==> src/rtl/jtag_debug_ctrl.sv <==
// jtag_debug_ctrl: JTAG debug command sequencer and core/JTAG memory bus arbiter.
// Define JTAG_AUTOINC_EN to post-increment the debug address after each successful access.
module jtag_debug_ctrl #(
    parameter int ACK_TIMEOUT   = 16,
    parameter bit HALT_ON_RESET = 1'b0
) (
    input  logic        clk,
    input  logic        rstn,
    input  logic        doUpdate,
    input  logic [7:0]  instrLine,
    input  logic [15:0] dataLine,
    output logic [15:0] jtagRdData,
    output logic        jtagBusy,
    output logic        stsErr,
    output logic        coreHalt,
    output logic        coreStep,
    input  logic        coreReq,
    input  logic        coreWr,
    input  logic [15:0] coreAddr,
    input  logic [15:0] coreWrData,
    output logic [15:0] coreRdData,
    output logic        coreAck,
    output logic        memReq,
    output logic        memWr,
    output logic [15:0] memAddr,
    output logic [15:0] memWrData,
    input  logic [15:0] memRdData,
    input  logic        memAck
);
    localparam logic [7:0] OP_SET_ADDR = 8'h01;
    localparam logic [7:0] OP_WRITE    = 8'h02;
    localparam logic [7:0] OP_READ     = 8'h03;
    localparam logic [7:0] OP_HALT     = 8'h04;
    localparam logic [7:0] OP_RESUME   = 8'h05;
    localparam logic [7:0] OP_STEP     = 8'h06;
    localparam logic [7:0] OP_CLR_ERR  = 8'h07;
    localparam int TW = $clog2(ACK_TIMEOUT + 1);
    typedef enum logic [1:0] {IDLE, GRANT_WAIT, JACCESS, DONE} state_t;
    state_t state, state_nx;
    logic owner_jtag, op_wr;
    logic [15:0] addr, operand;
    logic [TW-1:0] tcnt;
    logic idle_cmd, mem_cmd, grant, acked, timeout, err_set;
    always_comb begin
        idle_cmd = doUpdate && state == IDLE;
        mem_cmd  = idle_cmd && (instrLine == OP_WRITE || instrLine == OP_READ);
        grant    = !coreReq || memAck;
        acked    = state == JACCESS && memAck;
        timeout  = state == JACCESS && !memAck && tcnt == TW'(ACK_TIMEOUT - 1);
        err_set  = (idle_cmd && instrLine > OP_CLR_ERR) || (doUpdate && state != IDLE) || timeout;
    end
    always_ff @(posedge clk or negedge rstn)
        if (!rstn) state <= IDLE;
        else       state <= state_nx;
    always_comb begin
        state_nx = state;
        case (state)
            IDLE:       state_nx = mem_cmd ? GRANT_WAIT : IDLE;
            GRANT_WAIT: state_nx = grant ? JACCESS : GRANT_WAIT;
            JACCESS:    state_nx = (acked || timeout) ? DONE : JACCESS;
            default:    state_nx = IDLE;
        endcase
    end
    // Core owns the bus by default; it is simply passed through.
    always_comb begin
        memReq     = owner_jtag ? state == JACCESS : coreReq;
        memWr      = owner_jtag ? op_wr : coreWr;
        memAddr    = owner_jtag ? addr : coreAddr;
        memWrData  = owner_jtag ? operand : coreWrData;
        coreAck    = owner_jtag ? 1'b0 : memAck;
        coreRdData = memRdData;
        jtagBusy   = state != IDLE;
    end
    always_ff @(posedge clk or negedge rstn) begin
        if (!rstn) begin
            jtagRdData <= '0;
            addr       <= '0;
            operand    <= '0;
            op_wr      <= 1'b0;
            stsErr     <= 1'b0;
            coreHalt   <= HALT_ON_RESET;
            coreStep   <= 1'b0;
            owner_jtag <= 1'b0;
            tcnt       <= '0;
        end else begin
            coreStep <= idle_cmd && instrLine == OP_STEP && coreHalt;
            stsErr   <= err_set || (stsErr && !(idle_cmd && instrLine == OP_CLR_ERR));
            tcnt     <= state == JACCESS ? tcnt + 1'b1 : '0;
            if (idle_cmd && instrLine == OP_SET_ADDR) addr <= dataLine;
            if (idle_cmd && instrLine == OP_HALT) coreHalt <= 1'b1;
            if (idle_cmd && instrLine == OP_RESUME) coreHalt <= 1'b0;
            if (mem_cmd) begin
                operand <= dataLine;
                op_wr   <= instrLine == OP_WRITE;
            end
            if (state == GRANT_WAIT && grant) owner_jtag <= 1'b1;
            if (state == DONE) owner_jtag <= 1'b0;
            if (acked && !op_wr) jtagRdData <= memRdData;
`ifdef JTAG_AUTOINC_EN
            if (acked) addr <= addr + 16'd1;
`else
            if (acked) addr <= addr;
`endif
        end
    end
endmodule

==> config.mk <==
export PLATFORM = sky130hd
export DESIGN_NAME = jtag_debug_ctrl
export DESIGN_NICKNAME = d
export VERILOG_FILES = /design/src/rtl/jtag_debug_ctrl.sv
export SDC_FILE = /design/constraint.sdc
export NUM_CORES = 1
export LEC_CHECK = 0
export BUFFER_PORTS_ARGS = -buffer_cell sky130_fd_sc_hd__clkbuf_2
export CELL_PAD_IN_SITES_DETAIL_PLACEMENT = 1
export CELL_PAD_IN_SITES_GLOBAL_PLACEMENT = 1
export CORE_MARGIN = 2
export CORE_UTILIZATION = 38
export CTS_CLUSTER_DIAMETER = 30
export DETAILED_ROUTE_END_ITERATION = 7
export PLACE_DENSITY = 0.95
export SYNTH_ARGS = -nofsm -noshare
export SYNTH_HDL_FRONTEND = slang
export SYNTH_SLANG_ARGS = --single-unit
==> constraint.sdc <==
create_clock -name clk -period 4.65 [get_ports clk]
set_clock_uncertainty 0.1 [all_clocks]
set_input_delay 0.93 -clock clk [delete_from_list [all_inputs] [get_ports clk]]
set_output_delay 0.93 -clock clk [all_outputs]
set_load 0.05 [all_outputs]
## Yosys cells after proc, flatten, opt, wreduce, memory -nomap -nowiden

Index checks and enable logic that the tools add are counted.

| cells by class | value |
|---|---|
| add/subtract/negate cells | 1 |
| magnitude comparators | 1 |
| equality and inequality tests | 11 |
| mux-type cells | 14 |
| bitwise operators | 1 |
| reduce and logical (&&, ||, !) cells | 31 |

Operators with widths:

| kind | number |
|---|---|
| $eq 8x3->1 const B | 4 |
| $mux 16 | 2 |
| $eq 8x2->1 const B | 2 |
| $logic_and 1x1->1 | 16 |
| $mux 1 | 9 |
| $eq 8x1->1 const B | 1 |
| $gt 8x3->1 const B | 1 |
| $logic_or 1x1->1 | 6 |
| $pmux 2 s3 | 1 |
| $reduce_bool 2->1 | 3 |
| $add 5x1->5 const B | 1 |
| $eq 5x4->1 const B | 1 |
| $mux 5 | 1 |
| $eq 2x2->1 const B | 2 |
| $logic_not 1->1 | 4 |
| $eq 2x1->1 const B | 1 |
| $logic_not 2->1 | 1 |
| $mux 2 | 1 |
| $reduce_and 2->1 | 1 |
| $not 1->1 | 1 |

| storage, ports and cells | value |
|---|---|
| register bits | 60 |
| bits of input ports | 78 |
| output and inout port bits | 71 |

## Longest topological paths before layout

Gate-level depths: netlist of the first run.

| logic depth | value |
|---|---|
| depth after elaboration | 6 |
| depth in mapped cells | 6 |
| depth with buffers taken out | 6 |

## Worst setup path after synthesis of the first run

No wires, ideal clock.

| path | value |
|---|---|
| path kind | input -> register |
| start | input instrLine[4] |
| end | register addr[0] |
| library setup time | 125 ps |
| data arrival time | 2624 ps |
| path slack | 1800 ps |
| stages on the path | 5 |
| buffers on the path | 2 |
| cell sequence | or4b_1 > clkbuf_1 > a2111oi_4 > buf_8 > mux2_4 |

| on the way | value |
|---|---|
| cells in the longest elaborated chain, start to end | 3 |

Ends and longest elaborated chain:

| item | line | text |
|---|---|---|
| start: declaration | 10 | `input logic [7:0] instrLine,` |
| $eq 8x1->1 | 89 | `if (idle_cmd && instrLine == OP_SET_ADDR) addr <= dataLine;` |
| $logic_and 1x1->1 | 89 |  |
| $reduce_and 2->1 (no source line) | n/a |  |
| end signal: assignment | 89 |  |
| end signal: assignment | 102 | `if (acked) addr <= addr;` |
| end: declaration | 41 | `logic [15:0] addr, operand;` |

No other way between the ends.
A chain may end at the register's enable or synchronous reset.

## Worst setup path in the final report of the first run

| path | value |
|---|---|
| start | register owner_jtag |
| end | output memAddr[10] |

| on the way | value |
|---|---|
| cells in the longest elaborated chain, start to end | 1 |

Ends and longest elaborated chain:

| item | line | text |
|---|---|---|
| start: declaration | 40 | `logic owner_jtag, op_wr;` |
| start signal: assignment | 83 | `owner_jtag <= 1'b0;` |
| start signal: assignment | 96 | `if (state == GRANT_WAIT && grant) owner_jtag <= 1'b1;` |
| start signal: assignment | 97 | `if (state == DONE) owner_jtag <= 1'b0;` |
| $mux 16 | 68 | `memAddr = owner_jtag ? addr : coreAddr;` |
| end: declaration | 25 | `output logic [15:0] memAddr,` |

No other way between the ends.

==> out/metrics.yaml, run 1 <==
cts:
  ctsResizeCount: 0
  ctsHoldBuffers: 0
  cts_root_buf: "clkbuf_8"
  htreeDepth: 3
  cts_sinks: 60
  clock_path_buffers: 2
  cts_buffers: 9
  cts_setup_buffers: 0
  clk_pin_slew_ns: 0.07
  clk_latency_ns: 0.33
  cts_tree: "built"
timing:
  setup_viol: 0
  final.setup.tns_ns: 0
  tightest_slew_ns: 1.01
  min_period_over_period: 0.698
  relSlewSlack: 0.328
  hold_viol: 0
  fmax_ghz: 0.308
  rsz0062_at_grt: "false"
  final.min_clock_period_ns: 3.25
  finalWorstSetupSlack_ns: 1.40
  finalMaxSlewViolations: 0
routing:
  drcViolationCount: 0
  drt_iter0_drc: 38
  post_drt_via_cell_ratio: 4.79
  dr.pass1.iters: 4
  ant_nets: 0
  wl_per_cell_um: 15.0
  vias: 2188
  wirelength_um: 6840
synth:
  synth_fa_ha_area_frac: 0.00845
  syn_area_per_cell_um2: 14.0
  synth_nets: 292
  synth-xor-area-share: 0.00592
  synth-simple-area-share: 0.0621
  synth_area_um2: 2960
  postSynthCellCount: 212
  synth_top_family_by_area: "multiplexers"
  synth-seq-cells: 60
  synth_compound_area_frac: 0.0186
  yosysWarnings: 0
  yosysSeqAreaShare: 0.507
  synth.distinct_cells: 39
  synth.area.mux_share: 0.331
power:
  clock_power_share: 0.217
  p_sw_mw: 0.972
  p_int_mw: 1.16
  p_comb_frac: 0.459
  power_leakage_nw: 2.13
  powerDensity_nw_per_um2: 547
  p_seq_frac: 0.324
  p_sw_frac: 0.457
  ir_drop_mv: 0.236
setup_path:
  cp_max_fo: 25
  cp_slowest_cell: "dfrtp_1"
  max_stage_delay_ns: 1.00
  path_cells: "buf_4, mux2_2, clkbuf_2"
  crit_path_end_kind: "output pin"
  crit_type: "register to output pin"
  crit-reg2reg-launch: "state[0]$_DFF_PN0_"
  rrSetupSlack_ns: 2.14
  cp_data_arrival_time_ns: 2.22
  cp.required_ns: 3.62
  rr_worst_depth: 4
  rr_endpoint: "addr[14]$_DFFE_PN0P_"
  worst_setup_path_start_kind: "register"
die:
  die_h_um: 92.3
  pin_count: 149
  dieArea_um2: 8510
  rows: 32
  start_util: 0.387
  die_x_um: 92.3
  core_um2: 7650
grt:
  grt_usage: 0.170
  grt_pass1_wl_um: 11400
  grt_overflow: 0
  grt_max_degree: 61
  grt_antenna_before_repair: 0
  grt_pass1_vias: 2351
placed_design:
  io_buffers: 148
  dpl.hpwl_um: 5280
  gp_congestion: 0.753
  post-place-ws_ns: 1.61
finish:
  final_common_cell: "clkbuf_2"
  drive_gt1_frac: 0.696
  utilization: 0.509
  fin_nets: 430
  final_cell_mix: "148 x clkbuf_2, 64 x mux2_2, 60 x dfrtp_1"
  antennaDiodeCount: 0
  synthToLayoutAreaGrowth_pct: 31.4
outcome:
  outcome: "complete, no violations"
worst_hold_path:
  holdPathStages: 1
  hp-start: "tcnt[0]$_DFF_PN0_"
  worstHoldEndpoint: "tcnt[0]$_DFF_PN0_"
  hold_class: "register to register"
flow_run:
  cap_violations: 0
==> stage by stage <==
step | hold slack [ns] | power [mW] | area (um^2) | instances
after floorplan | 0.333 | 1.49 | 2960 | 212
after detailed placement | 0.369 | 1.69 | 3690 | 441
after CTS | 0.383 | 2.16 | 3890 | 457
after global routing | 0.406 | 2.24 | 3890 | 457
after global placement | 0.350 | 1.66 | 3690 | 441
final | 0.376 | 2.13 | 3890 | 457
==> layer usage <==
layer,GRT usage,share of wire,vias to the layer above,routed length (um)
met3,0.0493,0.068,8,467
li1,-,-,1014,-
met2,0.300,0.53,94,3660
met5,0,0,-,0
met4,0.0609,0.011,0,76
met1,0.197,0.39,1072,2640
==> power by group through the flow <==
stage	clock network, mW	registers, mW	logic [mW]
global placement	0	0.693	0.966
floorplan	0	0.800	0.693
finish	0.461	0.689	0.977
global route	0.505	0.707	1.03
detailed placement	0	0.702	0.985
CTS	0.478	0.691	0.987
==> cell type report <==
class	instances	area, um^2
clock inverter	7	76.3
clock buffer	9	124
sequential	60	1500
tap	102	128
multi-input combinational	121	1260
fill	835	3760
inverter	5	18.8
timing repair buffer	153	778
==> cells by family after synthesis <==
logic type | count (synthesis)
mux | 84
flops | 60
buf+inv | 31
simple gates | 28
compound gates | 5
xor+xnor | 2
fa+ha+maj | 2
==> worst max-delay path by stage <==
stage | startpoint | endpoint | slack [ns] | depth (start not counted)
floorplan | instrLine[4] | addr[0]$_DFFE_PN0P_ | 1.80 | 5
detailed placement | instrLine[3] | addr[12]$_DFFE_PN0P_ | 1.61 | 5
finish | owner_jtag$_DFFE_PN0P_ | memAddr[10] | 1.40 | 3
global placement | instrLine[3] | addr[10]$_DFFE_PN0P_ | 1.71 | 5
global route | owner_jtag$_DFFE_PN0P_ | memWrData[13] | 1.26 | 3
CTS | owner_jtag$_DFFE_PN0P_ | memWrData[14] | 1.36 | 3
==> cells in the mapped netlist (all sizes together) <==
cell / count / area (um^2)
mux2: 82 / 961
dfrtp: 60 / 1500
buf: 22 / 163
nor2: 6 / 22.5
inv: 5 / 18.8
clkbuf: 4 / 15.0
a21oi: 2 / 10.0
and3: 2 / 12.5
ha: 2 / 25.0
mux2i: 2 / 20.0
nand2: 2 / 7.51
nand2b: 2 / 12.5
a2111oi: 1 / 27.5
and2: 1 / 6.26
and2b: 1 / 7.51
nand3: 1 / 5.00
nand3b: 1 / 7.51
nand4: 1 / 6.26
nand4b: 1 / 8.76
nor2b: 1 / 6.26
nor3: 1 / 5.00
nor3b: 1 / 7.51
nor4: 1 / 6.26
nor4b: 1 / 23.8
o311ai: 1 / 8.76
o41ai: 1 / 8.76
or2: 1 / 6.26
or3: 1 / 6.26
or3b: 1 / 8.76
or4: 1 / 7.51
or4b: 1 / 10.0
xnor2: 1 / 8.76
xor2: 1 / 8.76
==> sequential cells by signal, indices dropped and copies added, names as in the netlist <==
name	cells
tcnt	5
addr	16
coreHalt	1
state	2
stsErr	1
op_wr	1
coreStep	1
operand	16
jtagRdData	16
owner_jtag	1
==> critical path, delay by kind of cell (launching register included) <==
family | cells | cell delay, ns
muxes | 1 | 0.34
DFF | 1 | 1.00
buffers and inverters | 2 | 0.54
(Power assumes the default switching activity.)
==> inputs of run 2 (changes only) <==
- CORE_UTILIZATION: 38 -> 35
- PLACE_DENSITY: 0.95 -> 0.9
- clock period: 4.65 -> 3.22 ns (I/O delays scaled with it)
==> run 2 against run 1 <==
Wire length down 0.41%. Register-to-register slack got worse by 1.4 ns. Final cell count increased by 0.22%. Hold slack got worse by 0.0047 ns. Critical endpoint is now addr[12]$_DFFE_PN0P_. Highest routed layer unchanged.
==> out/metrics.yaml, run 2 (synthesis results as in run 1) <==
setup_path:
  rrSetupSlack_ns: 0.75  # was 2.14 ns
  cp_max_fo: 16  # was 25
  rr_endpoint: "addr[12]$_DFFE_PN0P_"  # was addr[14]$_DFFE_PN0P_
  rr_worst_depth: 4  # unchanged
  cp_data_arrival_time_ns: 2.58  # was 2.22 ns
  path_cells: "or4_1, a2111oi_4, buf_4, mux2_2"  # was buf_4, mux2_2, clkbuf_2
  worst_setup_path_start_kind: "register"  # unchanged
  crit-reg2reg-launch: "state[0]$_DFF_PN0_"  # unchanged
  max_stage_delay_ns: 0.71  # was 1.00 ns
  crit_start: "state[0]$_DFF_PN0_"  # was owner_jtag$_DFFE_PN0P_
  cp_slowest_cell: "or4_1"  # was dfrtp_1
  crit_type: "register to register"  # was register to output pin
  cp.required_ns: 3.33  # was 3.62 ns
  crit_path_end_kind: "register"  # was output pin
timing:
  hold_viol: 0  # unchanged
  setup_viol: 0  # unchanged
  fmax_ghz: 0.404
  final.setup.tns_ns: 0  # unchanged
  rsz0062_at_grt: "false"  # unchanged
  final.min_clock_period_ns: 2.47
  relSlewSlack: 0.485  # was 0.328
  min_period_over_period: 0.768
  tightest_slew_ns: 0.773  # was 1.01 ns
  finalMaxSlewViolations: 0  # unchanged
placed_design:
  dpl.hpwl_um: 5200  # was 5280 um
  gp_congestion: 0.707  # was 0.753
  placed_cells: 443  # was 441
  io_buffers: 148  # unchanged
worst_hold_path:
  holdPathStages: 1  # unchanged
  hold_class: "register to register"  # unchanged
  worstHoldEndpoint: "tcnt[0]$_DFF_PN0_"  # unchanged
  hp-start: "tcnt[0]$_DFF_PN0_"  # unchanged
routing:
  vias: 2156  # was 2188
  drcViolationCount: 0  # unchanged
  wl_per_cell_um: 14.9  # was 15.0 um
  post_drt_via_cell_ratio: 4.71  # was 4.79
  wirelength_um: 6810  # was 6840 um
  ant_nets: 0  # unchanged
  dr.pass1.iters: 4  # unchanged
  drt_iter0_drc: 33  # was 38
power:
  power_leakage_nw: 2.13  # about the same
  powerDensity_nw_per_um2: 786  # was 547 nW/um^2
  ir_drop_mv: 0.333  # was 0.236 mV
finish:
  final_cell_mix: "148 x clkbuf_2, 64 x mux2_2, 60 x dfrtp_1"  # unchanged
  fin_nets: 429  # was 430
  drive_gt1_frac: 0.694  # was 0.696
  final_cell_count_no_fill: 458  # was 457
  synthToLayoutAreaGrowth_pct: 30.9  # was 31.4%
  antennaDiodeCount: 0  # unchanged
  final_common_cell: "clkbuf_2"  # unchanged
  top_regs: "addr (16), jtagRdData (16), operand (16)"  # unchanged
grt:
  grt_pass1_wl_um: 10500  # was 11400 um
  grt_overflow: 0  # unchanged
  grt_antenna_before_repair: 0  # unchanged
  grt_pass1_vias: 2156  # was 2351
  grt_usage: 0.152  # was 0.170
  grt_max_degree: 61  # unchanged
cts:
  cts_root_buf: "clkbuf_8"  # unchanged
  htreeDepth: 3  # unchanged
  cts_tree: "built"  # unchanged
  cts_buffers: 9  # unchanged
  clock_path_buffers: 2  # unchanged
  cts_sinks: 60  # unchanged
  ctsHoldBuffers: 0  # unchanged
  ctsResizeCount: 0  # unchanged
  clk_latency_ns: 0.32  # was 0.33 ns
  clk_pin_slew_ns: 0.07  # about the same
  cts_setup_buffers: 0  # unchanged
flow_run:
  cap_violations: 0  # unchanged
die:
  core_um2: 8220  # was 7650 um^2
  die_x_um: 96.0  # was 92.3 um
  die_h_um: 96.0  # was 92.3 um
  start_util: 0.360  # was 0.387
  dieArea_um2: 9210  # was 8510 um^2
  pin_count: 149  # unchanged
  rows: 33  # was 32
outcome:
  outcome: "complete, no violations"  # unchanged
-- run 2: layer usage --
layer	track usage	routed length [um]	up-vias
met2	0.254	3510	93
met5	0	0	-
met3	0.0368	449	15
met1	0.184	2700	1038
li1	-	-	1010
met4	0.0738	152	0
-- run 2: worst max-delay path by stage --
stage	end	cells after the start	slack, ns
after floorplan	addr[0]$_DFFE_PN0P_	5	0.66
after global placement	addr[11]$_DFFE_PN0P_	5	0.59
after detailed placement	addr[12]$_DFFE_PN0P_	5	0.53
after CTS	memAddr[4]	3	0.73
after global routing	addr[12]$_DFFE_PN0P_	4	0.64
final	addr[12]$_DFFE_PN0P_	4	0.75
-- run 2: report_power, final --
group,internal [mW],switching (mW)
sequential,0.870,0.0710
clock,0.370,0.287
combinational,0.428,1.02
-- run 2: cell type report --
cell class	count	area, um^2
clock buffers	10	138
clock inverters	5	52.6
fillers	898	4340
inverters	5	18.8
multi-input cells	121	1260
flip-flops and latches	60	1500
well taps	105	131
repair buffers	152	771
-- run 2: critical path, delay by kind of cell (launching register included) --
family                 cells  cell delay [ns]
AOI/OAI and AO/OA          1             0.37
and+or+nand+nor            1             0.71
buffers and inverters      1             0.34
muxes                      1             0.38
DFF                        1             0.45
-- run 2: metrics by stage --
stage | instance area (um^2) | utilization | total power [mW] | worst slack, ns | hold slack, ns
2_1_floorplan | 2960 | - | 2.16 | 0.656 | 0.248
3_3_place_gp | 3680 | 0.448 | 2.39 | 0.590 | 0.343
3_5_place_dp | 3680 | 0.448 | 2.42 | 0.531 | 0.359
4_1_cts | 3870 | 0.472 | 3.09 | 0.725 | 0.368
5_1_grt | 3870 | 0.472 | 3.19 | 0.638 | 0.393
6_report | 3870 | 0.472 | 3.05 | 0.747 | 0.371
==> inputs of run 3 (changes only) <==
- clock period: 3.22 -> 2.5 ns (I/O delays scaled with it)
==> run 3 against run 2 <==
Worst setup slack got worse by 0.63 ns. Register-to-register slack got worse by 0.63 ns. First-iteration DRC count decreased by 39%. Count of clock-buffer cells in the layout unchanged. Utilization increased by 1.4 points.
==> out/metrics.yaml, run 3 (synthesis results as in run 1) <==
cts:
  cts_sinks: 60  # unchanged
  ctsResizeCount: 0  # unchanged
  clock_path_buffers: 2  # unchanged
  cts_root_buf: "clkbuf_8"  # unchanged
  clk_latency_ns: 0.32  # about the same
  cts_setup_buffers: 0  # unchanged
  cts_buffers: 9  # unchanged
  clk_pin_slew_ns: 0.07  # about the same
  ctsHoldBuffers: 0  # unchanged
  htreeDepth: 3  # unchanged
  cts_tree: "built"  # unchanged
timing:
  setup_viol: 0  # unchanged
  rsz0062_at_grt: "false"  # unchanged
  hold_viol: 0  # unchanged
  final.setup.tns_ns: 0  # unchanged
  fmax_ghz: 0.420  # was 0.404 GHz
  min_period_over_period: 0.952  # was 0.768
  tightest_slew_ns: 0.400  # was 0.773 ns
  finalMaxSlewViolations: 0  # unchanged
  final.min_clock_period_ns: 2.38  # was 2.47 ns
  relSlewSlack: 0.733  # was 0.485
placed_design:
  placed_cells: 446  # was 443
  dpl.hpwl_um: 5430  # was 5200 um
  io_buffers: 148  # unchanged
  gp_congestion: 0.715  # was 0.707
setup_path:
  rr_endpoint: "addr[11]$_DFFE_PN0P_"  # was addr[12]$_DFFE_PN0P_
  worst_setup_path_start_kind: "register"  # unchanged
  crit_type: "register to register"  # unchanged
  cp.required_ns: 2.61  # was 3.33 ns
  path_cells: "or4_1, a2111oi_4, buf_12, mux2_2"  # was or4_1, a2111oi_4, buf_4, mux2_2
  crit-reg2reg-launch: "state[1]$_DFF_PN0_"  # was state[0]$_DFF_PN0_
  cp_slowest_cell: "or4_1"  # unchanged
  rrSetupSlack_ns: 0.12  # was 0.75 ns
  cp_data_arrival_time_ns: 2.49  # was 2.58 ns
  rr_worst_depth: 4  # unchanged
  cp_max_fo: 16  # unchanged
  crit_path_end_kind: "register"  # unchanged
  max_stage_delay_ns: 0.69  # was 0.71 ns
routing:
  wirelength_um: 6960  # was 6810 um
  dr.pass1.iters: 3  # was 4
  post_drt_via_cell_ratio: 4.75  # was 4.71
  vias: 2195  # was 2156
  drt_iter0_drc: 20  # was 33
  wl_per_cell_um: 15.1  # was 14.9 um
  ant_nets: 0  # unchanged
  drcViolationCount: 0  # unchanged
grt:
  grt_pass1_wl_um: 10900  # was 10500 um
  grt_max_degree: 35  # was 61
  met3_usage: 0.0305  # was 0.0368
  globalRouteMet2Util: 0.272  # was 0.254
  grt_usage: 0.156  # was 0.152
  grt_overflow: 0  # unchanged
  grt_pass1_vias: 2263  # was 2156
  grt_antenna_before_repair: 0  # unchanged
  grt_util_met1: 0.185  # was 0.184
  top_usage_layer: "met2"  # unchanged
finish:
  drive_gt1_frac: 0.697  # was 0.694
  antennaDiodeCount: 0  # unchanged
  top_regs: "addr (16), jtagRdData (16), operand (16)"  # unchanged
  synthToLayoutAreaGrowth_pct: 34.9  # was 30.9%
  final_common_cell: "clkbuf_2"  # unchanged
  fin_nets: 432  # was 429
  final_cell_count_no_fill: 462  # was 458
  final_cell_mix: "148 x clkbuf_2, 64 x mux2_2, 60 x dfrtp_1"  # unchanged
die:
  dieArea_um2: 9210  # unchanged
  core_um2: 8220  # unchanged
  die_h_um: 96.0  # unchanged
  pin_count: 149  # unchanged
  start_util: 0.360  # unchanged
  rows: 33  # unchanged
  die_x_um: 96.0  # unchanged
power:
  powerDensity_nw_per_um2: 1050  # was 786 nW/um^2
  ir_drop_mv: 0.436  # was 0.333 mV
  clock_power_share: 0.256  # was 0.216
  p_sw_mw: 1.80  # was 1.38 mW
  power_leakage_nw: 2.18  # was 2.13 nW
  p_comb_frac: 0.453  # was 0.475
  p_sw_frac: 0.430  # was 0.452
  p_seq_frac: 0.291  # was 0.309
  p_int_mw: 2.39  # was 1.67 mW
flow_run:
  cap_violations: 0  # unchanged
outcome:
  outcome: "complete, no violations"  # unchanged
worst_hold_path:
  hold_class: "input pin to asynchronous set/reset pin"  # was register to register
run 3: metrics by stage:
| step | utilization | worst slack, ns | instance area, um^2 | total power, mW | hold WS, ns |
|---|---|---|---|---|---|
| final | 0.486 | 0.120 | 3990 | 4.19 | 0.0963 |
| after global routing | 0.486 | 0.0410 | 3990 | 4.38 | 0.108 |
| after CTS | 0.486 | 0.104 | 3990 | 4.25 | 0.0908 |
| after detailed placement | 0.456 | 0.0372 | 3740 | 3.16 | 0.356 |
| after global placement | 0.456 | 0.0569 | 3740 | 3.11 | 0.351 |
| after floorplan | - | 0.0804 | 2960 | 2.78 | 0.104 |
run 3: cell type report:
| type | instances | area (um^2) |
|---|---|---|
| Clock inverter | 6 | 111 |
| Tap cell | 105 | 131 |
| Clock buffer | 10 | 138 |
| Inverter | 5 | 18.8 |
| Multi-Input combinational cell | 121 | 1260 |
| Sequential cell | 60 | 1500 |
| Fill cell | 897 | 4220 |
| Timing Repair Buffer | 155 | 831 |
run 3: routing by layer:
metal  vias up  routed length [um]
li1       1019                   -
met1      1079                2770
met2        85                3670
met3        12                 393
met4         0                 127
met5         -                   0
run 3: power by group through the flow:
stage,Sequential (mW),Combinational [mW],Clock [mW]
global route,1.24,2.00,1.14
detailed placement,1.24,1.92,0
global placement,1.23,1.88,0
finish,1.22,1.90,1.07
CTS,1.22,1.92,1.10
floorplan,1.49,1.29,0
run 3: worst max path at each step:
stage / startpoint / end / cells after the start
3_5_place_dp: instrLine[3] / addr[13]$_DFFE_PN0P_ / 5
6_report: state[1]$_DFF_PN0_ / addr[11]$_DFFE_PN0P_ / 4
3_3_place_gp: instrLine[3] / addr[11]$_DFFE_PN0P_ / 5
2_1_floorplan: instrLine[4] / addr[0]$_DFFE_PN0P_ / 5
5_1_grt: state[1]$_DFF_PN0_ / addr[11]$_DFFE_PN0P_ / 4
4_1_cts: state[1]$_DFF_PN0_ / addr[11]$_DFFE_PN0P_ / 4
run 3: worst max-delay path, delay by kind of cell (launching register included):
family / cells / cell delay [ns]
buffers and inverters: 1 / 0.22
AOI/OAI and AO/OA: 1 / 0.44
DFF: 1 / 0.45
and+or+nand+nor: 1 / 0.69
muxes: 1 / 0.34
